===== config.mk =====
export PLATFORM = sky130hd
export DESIGN_NAME = issue_dispatch
export DESIGN_NICKNAME = d
export VERILOG_FILES = /design/src/rtl/issue_dispatch.sv
export SDC_FILE = /design/constraint.sdc
export NUM_CORES = 1
export LEC_CHECK = 0
export BUFFER_PORTS_ARGS = -buffer_cell sky130_fd_sc_hd__buf_2
export CAP_MARGIN = 40
export CORE_AREA = 5 5 183 185
export CTS_CLUSTER_SIZE = 40
export DETAILED_ROUTE_END_ITERATION = 16
export DIE_AREA = 0 0 188 190
export PLACE_DENSITY = 0.66
export SLEW_MARGIN = 30
export SYNTH_ARGS = -nofsm -noshare
export SYNTH_HDL_FRONTEND = slang
export SYNTH_SLANG_ARGS = --single-unit

===== constraint.sdc =====
create_clock -name clk -period 7.05 [get_ports clk]
set_input_delay 0.3525 -clock clk [delete_from_list [all_inputs] [get_ports clk]]
set_output_delay 0.3525 -clock clk [all_outputs]
set_load 0.02 [all_outputs]

===== src/rtl/issue_dispatch.sv =====
// Dual-issue select stage: picks 0/1/2 of the two oldest ISSUE-buffer entries per cycle,
// registers them into EX, tracks an in-flight load for load-use interlock, and counts issue outcomes.
package issue_dispatch_pkg;

    typedef struct packed {
        logic [31:0] pc;
        logic [31:0] inst;
        logic [3:0]  ldst_type;
        logic        mem_we;
        logic [3:0]  br_type;
        logic [1:0]  csr_type;
        logic        ecode_we;
        logic        o_inst_lawful;
        logic        rf_we;
        logic [4:0]  rf_rd;
        logic [4:0]  rf_raddr1;
        logic [4:0]  rf_raddr2;
    } pc_set_t;

endpackage

module issue_dispatch
    import issue_dispatch_pkg::*;
#(
    parameter int CNT_W = 32
) (
    input  logic             clk,
    input  logic             rstn,
    input  pc_set_t          i_PC_set1,
    input  pc_set_t          i_PC_set2,
    input  logic [1:0]       i_is_valid,
    input  logic             flush_BR,
    input  logic             stall_DCache,
    input  logic             stall_div,
    output logic [1:0]       o_usingNUM,
    output pc_set_t          o_PC_set_a,
    output pc_set_t          o_PC_set_b,
    output logic [1:0]       o_ex_valid,
    output logic [CNT_W-1:0] o_cnt_dual,
    output logic [CNT_W-1:0] o_cnt_single,
    output logic [CNT_W-1:0] o_cnt_bubble
);

    function automatic logic is_mem(input pc_set_t x);
        return |x.ldst_type;
    endfunction

    function automatic logic is_load(input pc_set_t x);
        return is_mem(x) & ~x.mem_we;
    endfunction

    function automatic logic is_br(input pc_set_t x);
        return ~x.br_type[0];
    endfunction

    function automatic logic is_solo(input pc_set_t x);
        return (|x.csr_type) | x.ecode_we | ~x.o_inst_lawful;
    endfunction

    function automatic logic writes(input pc_set_t x, input logic [4:0] r);
        return x.rf_we & (x.rf_rd == r) & (r != 5'd0);
    endfunction

    pc_set_t          ex_a_q, ex_b_q;
    logic [1:0]       ex_valid_q;
    logic             ld_valid_q, ld_valid_d;
    logic [4:0]       ld_rd_q, ld_rd_d;
    logic [CNT_W-1:0] cnt_dual_q, cnt_single_q, cnt_bubble_q;
    logic [1:0]       use_d;

    logic stall, hold, lu_a, lu_b, raw_ab, waw_ab, pair_ok;

    assign stall  = stall_DCache | stall_div;
    assign hold   = stall | flush_BR;
    assign lu_a   = ld_valid_q & (ld_rd_q != 5'd0) &
                    ((ld_rd_q == i_PC_set1.rf_raddr1) | (ld_rd_q == i_PC_set1.rf_raddr2));
    assign lu_b   = ld_valid_q & (ld_rd_q != 5'd0) &
                    ((ld_rd_q == i_PC_set2.rf_raddr1) | (ld_rd_q == i_PC_set2.rf_raddr2));
    assign raw_ab = writes(i_PC_set1, i_PC_set2.rf_raddr1) | writes(i_PC_set1, i_PC_set2.rf_raddr2);
    assign waw_ab = i_PC_set1.rf_we & i_PC_set2.rf_we &
                    (i_PC_set1.rf_rd == i_PC_set2.rf_rd) & (i_PC_set1.rf_rd != 5'd0);

    assign pair_ok = i_is_valid[0] & ~lu_b & ~raw_ab & ~waw_ab
                   & ~(is_mem(i_PC_set1) & is_mem(i_PC_set2))
                   & ~(is_br(i_PC_set1) & is_br(i_PC_set2))
                   & ~is_solo(i_PC_set1) & ~is_solo(i_PC_set2);

    // NOTE: every output of this block gets a default first so no path leaves a latch behind.
    always_comb begin
        use_d      = 2'd0;
        ld_valid_d = 1'b0;
        ld_rd_d    = 5'd0;
        if (rstn && !hold && i_is_valid[1] && !lu_a) begin
            use_d = pair_ok ? 2'd2 : 2'd1;
        end
        // The mem pairing rule guarantees at most one issued load.
        if (use_d != 2'd0 && is_load(i_PC_set1) && i_PC_set1.rf_we) begin
            ld_valid_d = 1'b1;
            ld_rd_d    = i_PC_set1.rf_rd;
        end else if (use_d == 2'd2 && is_load(i_PC_set2) && i_PC_set2.rf_we) begin
            ld_valid_d = 1'b1;
            ld_rd_d    = i_PC_set2.rf_rd;
        end
    end

    // NOTE: non-blocking assignments keep every register sampling pre-edge values.
    always_ff @(posedge clk or negedge rstn) begin
        if (!rstn) begin
            ex_a_q       <= '0;
            ex_b_q       <= '0;
            ex_valid_q   <= 2'b00;
            ld_valid_q   <= 1'b0;
            ld_rd_q      <= 5'd0;
            cnt_dual_q   <= '0;
            cnt_single_q <= '0;
            cnt_bubble_q <= '0;
        end else if (flush_BR) begin
            ex_valid_q <= 2'b00;
            ld_valid_q <= 1'b0;
        end else if (!stall) begin
            ex_a_q     <= i_PC_set1;
            ex_b_q     <= i_PC_set2;
            ex_valid_q <= {use_d != 2'd0, use_d == 2'd2};
            ld_valid_q <= ld_valid_d;
            ld_rd_q    <= ld_rd_d;
            case (use_d)
                2'd2:    cnt_dual_q   <= cnt_dual_q + CNT_W'(1);
                2'd1:    cnt_single_q <= cnt_single_q + CNT_W'(1);
                default: cnt_bubble_q <= cnt_bubble_q + CNT_W'(1);
            endcase
        end
    end

    assign o_usingNUM   = use_d;
    assign o_PC_set_a   = ex_a_q;
    assign o_PC_set_b   = ex_b_q;
    assign o_ex_valid   = ex_valid_q;
    assign o_cnt_dual   = cnt_dual_q;
    assign o_cnt_single = cnt_single_q;
    assign o_cnt_bubble = cnt_bubble_q;

endmodule


[Yosys cells after proc, flatten, opt, wreduce, memory -nomap -nowiden]
Cells that the tools add are included.
Storage, ports and cells
  output and inout bits: 286
  bits of input ports: 193
  flip-flop bits (word level): 290
  logic and storage cells: 122
Operators by class
  multiplexer cells: 10
  reduce and logical (&&, ||, !) cells: 23
  bitwise operators: 46
  equality and inequality tests: 10
  $add $sub $neg: 3
Operators by type and width (number)
  $add 32x1->32 const B: 3
  $eq 5x5->1: 7
  $and 1x1->1: 21
  $reduce_bool 5->1: 4
  $not 1->1: 16
  $mux 5: 2
  $or 1x1->1: 9
  $reduce_and 3->1: 3
  $mux 2: 4
  $reduce_or 4->1: 2
  $logic_and 1x1->1: 7
  $reduce_or 2->1: 3
  $mux 1: 4
  $eq 2x1->1 const B: 1
  $eq 2x2->1 const B: 1
  $logic_not 1->1: 2
  $ne 2x2->1 const B: 1
  $reduce_and 2->1: 1
  $reduce_bool 2->1: 1

[Longest topological paths before layout]
  depth after elaboration: 20
  gate-level depth with buffers: 10
  mapped depth without buffers: 8

[Worst setup path after synthesis]
OpenSTA, ideal clock, no wires.
  kind: flip-flop to flip-flop
  start: reg ld_rd_q[1]
  end: reg cnt_single_q[17] (netlist: o_cnt_single[17])
  arrival time: 2417 ps
  slack: 4500 ps
  required time: 6918 ps
  setup time: 132 ps
  stages on the path, launching flop included: 10
  clock period less this slack: 2550 ps
  buffers on the path: 2
  path through: dfrtp_1 -> buf_6 -> or4_1 -> o21ai_1 -> o21a_1 -> o21ai_2 -> inv_1 -> buf_1 -> nand3_1 -> xnor2_1
Between the ends
  cells in the longest elaborated chain, start to end: 15
  elaborated cells on any way between the ends: 24
  classes of those cells: 5 x eq/ne; 2 x mux; 13 x bitwise; 4 x reduce/logical
Ends and longest elaborated chain
  from (decl): line 67  | logic [4:0] ld_rd_q, ld_rd_d;
  from (signal assigned): line 125  | ld_rd_q <= ld_rd_d;
  $eq 5x5->1 / $reduce_bool 5->1 (equally long branches): line 78, 75, 77
  $or 1x1->1 / $and 1x1->1 (equally long branches): line 78, 75, 77
  $and 1x1->1: line 77  | assign lu_b = ld_valid_q & (ld_rd_q != 5'd0) &
  $not 1->1: line 83  | assign pair_ok = i_is_valid[0] & ~lu_b & ~raw_ab & ~waw_ab
  $and 1x1->1 (3 in series): line 83
  $and 1x1->1: line 84  | & ~(is_mem(i_PC_set1) & is_mem(i_PC_set2))
  $and 1x1->1: line 85  | & ~(is_br(i_PC_set1) & is_br(i_PC_set2))
  $and 1x1->1 (2 in series): line 86  | & ~is_solo(i_PC_set1) & ~is_solo(i_PC_set2);
  $mux 2: line 94  | use_d = pair_ok ? 2'd2 : 2'd1;
  $mux 2 (*): line 93  | if (rstn && !hold && i_is_valid[1] && !lu_a) begin
  via o_usingNUM[0]: line 35  | output logic [1:0] o_usingNUM,
  $eq 2x1->1 (*): line 126  | case (use_d)
  $reduce_and 3->1 (no source line) (*)
  to (signal assigned): line 128  | 2'd1: cnt_single_q <= cnt_single_q + CNT_W'(1);
  to (decl): line 68  | logic [CNT_W-1:0] cnt_dual_q, cnt_single_q, cnt_bubble_q;
Mark *: on every way through the listed nets, which the timed path passes. The rest lies on a longest branch.
A chain may end at the register's enable or synchronous reset.

[Final worst setup path]
  start: in i_PC_set1[17] (netlist bit)
  end: out o_usingNUM[0]
Between the ends
  cells in the longest elaborated chain, start to end: 7
Ends and longest elaborated chain
  from (decl): line 29  | input pc_set_t i_PC_set1,
  $or 1x1->1 (2 in series): line 57  | return (|x.csr_type) | x.ecode_we | ~x.o_inst_lawful;
  $not 1->1: line 86
  $and 1x1->1 (2 in series): line 86
  $mux 2: line 94
  $mux 2: line 93
  to (decl): line 35
Every way passes these cells.

==> results.json <==
{
  "fillerInstances": 2806,
  "cts.sinks": 290,
  "synth-seq-area-share": 0.5874,
  "synth_warnings": 0,
  "postSynthRegisterBits": 290,
  "grt_setup_unrepaired": "false",
  "avgSynthCellArea_sq_um": 9.324,
  "synth_largest_area_cell": "sky130_fd_sc_hd__dfrtp_1",
  "dieWidth_um": 188,
  "worst_case_register_to_register_setup_slack_ps": 3910,
  "dieArea_sq_mm": 0.03572,
  "post-cts-setup-buffer-count": 0,
  "postRouteAntennaNets": 0,
  "first_pass_iteration_count_of_the_detailed_router": 5,
  "dpl.hpwl_mm": 28.57,
  "most-common-layout-cells": "sky130_fd_sc_hd__nand2_1, sky130_fd_sc_hd__buf_2, sky130_fd_sc_hd__dfrtp_1, sky130_fd_sc_hd__dlygate4sd3_1, sky130_fd_sc_hd__xnor2_1",
  "routedWlPerCell_um": 17.36,
  "finalWeightedCongestion": 0.8390,
  "mostFrequentLayoutCell": "sky130_fd_sc_hd__nand2_1",
  "io_buffers": 478,
  "drt_drc_violations_left": 0,
  "first_pass_grt_wire_length_mm": 63.86,
  "fin_skew_ps": 6.295,
  "criticalPathCategory": "input pin to output port",
  "grt_start_max_net_pins": 153,
  "synthesized_cell_area_sq_mm": 0.01235,
  "tritoncts.num_buffers": 31,
  "io_pins": 479,
  "cp_max_fo": 24,
  "tightest_slew_ps": 877.6,
  "ys_dominant_reg_cell": "sky130_fd_sc_hd__dfrtp_1",
  "clk_pin_slew_ps": 60,
  "wirelength_mm": 40.82,
  "syn2layout_area_growth_pct": 41.85,
  "synth-async-reset-ratio": 1.000,
  "grt.overflow.total": 0,
  "synthDistinctLibCells": 47,
  "min_from": "i_PC_set1[33]",
  "worstPathRequired_ps": 6700,
  "synth_enable_flop_cells": 0,
  "power_density_mw_per_mm2": 253.1,
  "post-route-min-period_ps": 3753,
  "reg2reg_from": "ld_rd_q[1]",
  "final.hold.worst_slack_ps": 34.75,
  "route.detailed.vias_per_inst": 4.838,
  "drt-initial-drc-count": 705,
  "synth.net_count": 1521,
  "cts-root-to-sink-buffers": 3,
  "routed-via-count": 11379,
  "cellLeakagePower_uw": 0.009623,
  "timing_limited_maximum_frequency_ghz": 0.2664,
  "outcome": "finished, final reports clean",
  "starting_utilization_of_the_core_area": 0.3876,
  "finalMaxSlewViolations": 0,
  "arrival_time_reported_for_the_critical_path_endpoint_ps": 3400,
  "coreArea_sq_mm": 0.03188,
  "tritoncts_clock_tree": "done",
  "ratio_of_cells_with_drive_above_1_in_the_final_layout": 0.2820,
  "die-height_um": 190,
  "drv.max_cap_violation_count": 0,
  "worstSetupStartpoint": "i_PC_set1[17]",
  "num-nets-final": 2119,
  "worst_skew_pair.late_latency_ps": 550,
  "crit_path_end_kind": "output port",
  "number_of_global_route_vias_before_repair": 11488,
  "gate_count_of_the_mapped_netlist": 1325,
  "fin_hold_viols": 0,
  "setup_tns_ps": 0,
  "netlist_top_cells_area": "sky130_fd_sc_hd__dfrtp_1, sky130_fd_sc_hd__nand2_1, sky130_fd_sc_hd__xnor2_1",
  "initial_antenna_violation_count": 1,
  "relSlewSlack": 0.4149,
  "clock_tree.htree_level_count": 1,
  "setup_viol": 0,
  "grt_util_all_layers": 0.2193,
  "ff2ff_path_depth": 6,
  "hold_path_cell_cnt": 3,
  "synth_top_area_frac": 0.5874,
  "root_buffer": "sky130_fd_sc_hd__clkbuf_16",
  "timing.hold.worst.class": "input pin to flop",
  "min_period_over_period": 0.5324,
  "ir_worst_vdd_mv": 0.1710,
  "cp-start-kind": "input pin",
  "cell_row_count": 66
}
-- worst max-delay path, stage by stage --
cell and delay [ps]:
sky130_fd_sc_hd__dlygate4sd3_1 570, sky130_fd_sc_hd__buf_2 140, sky130_fd_sc_hd__or4b_1 480, sky130_fd_sc_hd__nor4b_2 270
sky130_fd_sc_hd__nand3_1 170, sky130_fd_sc_hd__nand4bb_4 290, sky130_fd_sc_hd__o21ai_2 370, sky130_fd_sc_hd__inv_1 440
sky130_fd_sc_hd__buf_2 300
-- cell families (layout without fill, tap and decap cells) --
group | count (synthesis) | in the layout | synth area share
muxes | 1 | 1 | 0.0009114
other | 0 | 1 | 0
AOI/OAI and AO/OA | 31 | 31 | 0.01590
adders and majority gates | 3 | 3 | 0.003039
buffers and inverters | 84 | 702 | 0.02745
and+or+nand+nor | 792 | 792 | 0.2774
DFF | 290 | 290 | 0.5874
xor gates and xnor gates | 124 | 124 | 0.08791
-- per-layer routing --
metal / wire [um] / GRT usage
met5: 0 / 0
met4: 1730 / 0.08611
met3: 3156 / 0.05303
met2: 19260 / 0.3556
met1: 16680 / 0.2857
-- sequential cells by signal, summed over array words and instances, names as in the netlist --
| name | flops |
|---|---|
| o_PC_set_a | 93 |
| o_cnt_dual | 32 |
| ld_valid_q | 1 |
| o_PC_set_b | 93 |
| ld_rd_q | 5 |
| o_ex_valid | 2 |
| o_cnt_bubble | 32 |
| o_cnt_single | 32 |
-- synth_stat cells, drive strengths merged, types with 6 or more instances --
master    n
nand2   600
xnor2    63
nor2     30
and2      6
nor4     11
a22oi     6
dfrtp   290
or4       7
xor2     61
buf      12
o21ai    15
nand4    31
clkbuf   52
nand3    35
and3     13
nor3     29
inv      20
and4      9
-- through the flow --
step                power, uW  instances  area (sq um)  utilization  worst slack (ps)
finish                   4435       2352         17520       0.5498              3297
global route             4649       2352         17520       0.5498              3082
CTS                      4478       2349         17490       0.5488              3287
detailed placement       2825       2155         15120       0.4743              3720
global placement         2807       2153         15070       0.4728              3713
floorplan                2433       1325         12350            -              4500
-- path summary, 6_finish.rpt --
check | end
setup / recovery | o_usingNUM[0]
hold / removal | o_PC_set_a[33]
setup reg to reg | o_cnt_dual[26]
hold reg to reg | o_PC_set_a[53]
max in group asynchronous | o_cnt_dual[26]
min in group asynchronous | o_PC_set_b[22]
-- what timing repair did --
item / 4_1_cts / 5_1_grt
hold endpoints to repair: 212 / 0
resized for setup: 0 / 0
hold buffers: 141 / 0
-- final cells by class --
cell class                 instances  area, sq um  share of cell area
sequential                       290         7257              0.4141
multi-input combinational        951         4768              0.2721
timing repair buffer             629         3946              0.2252
clock buffer                      46        902.1             0.05148
tap                              408        510.5             0.02913
inverter                          20        75.07            0.004284
clock inverter                     7        62.56            0.003570
antenna                            1        2.502           0.0001428
-- power breakdown --
part	internal, uW	switching, uW	leakage, uW
Combinational	318	574	0.00544
Clock	910	659	0.000476
Sequential	1850	120	0.00371
Total	3080	1350	0.00962
(Power assumes the default switching activity.)
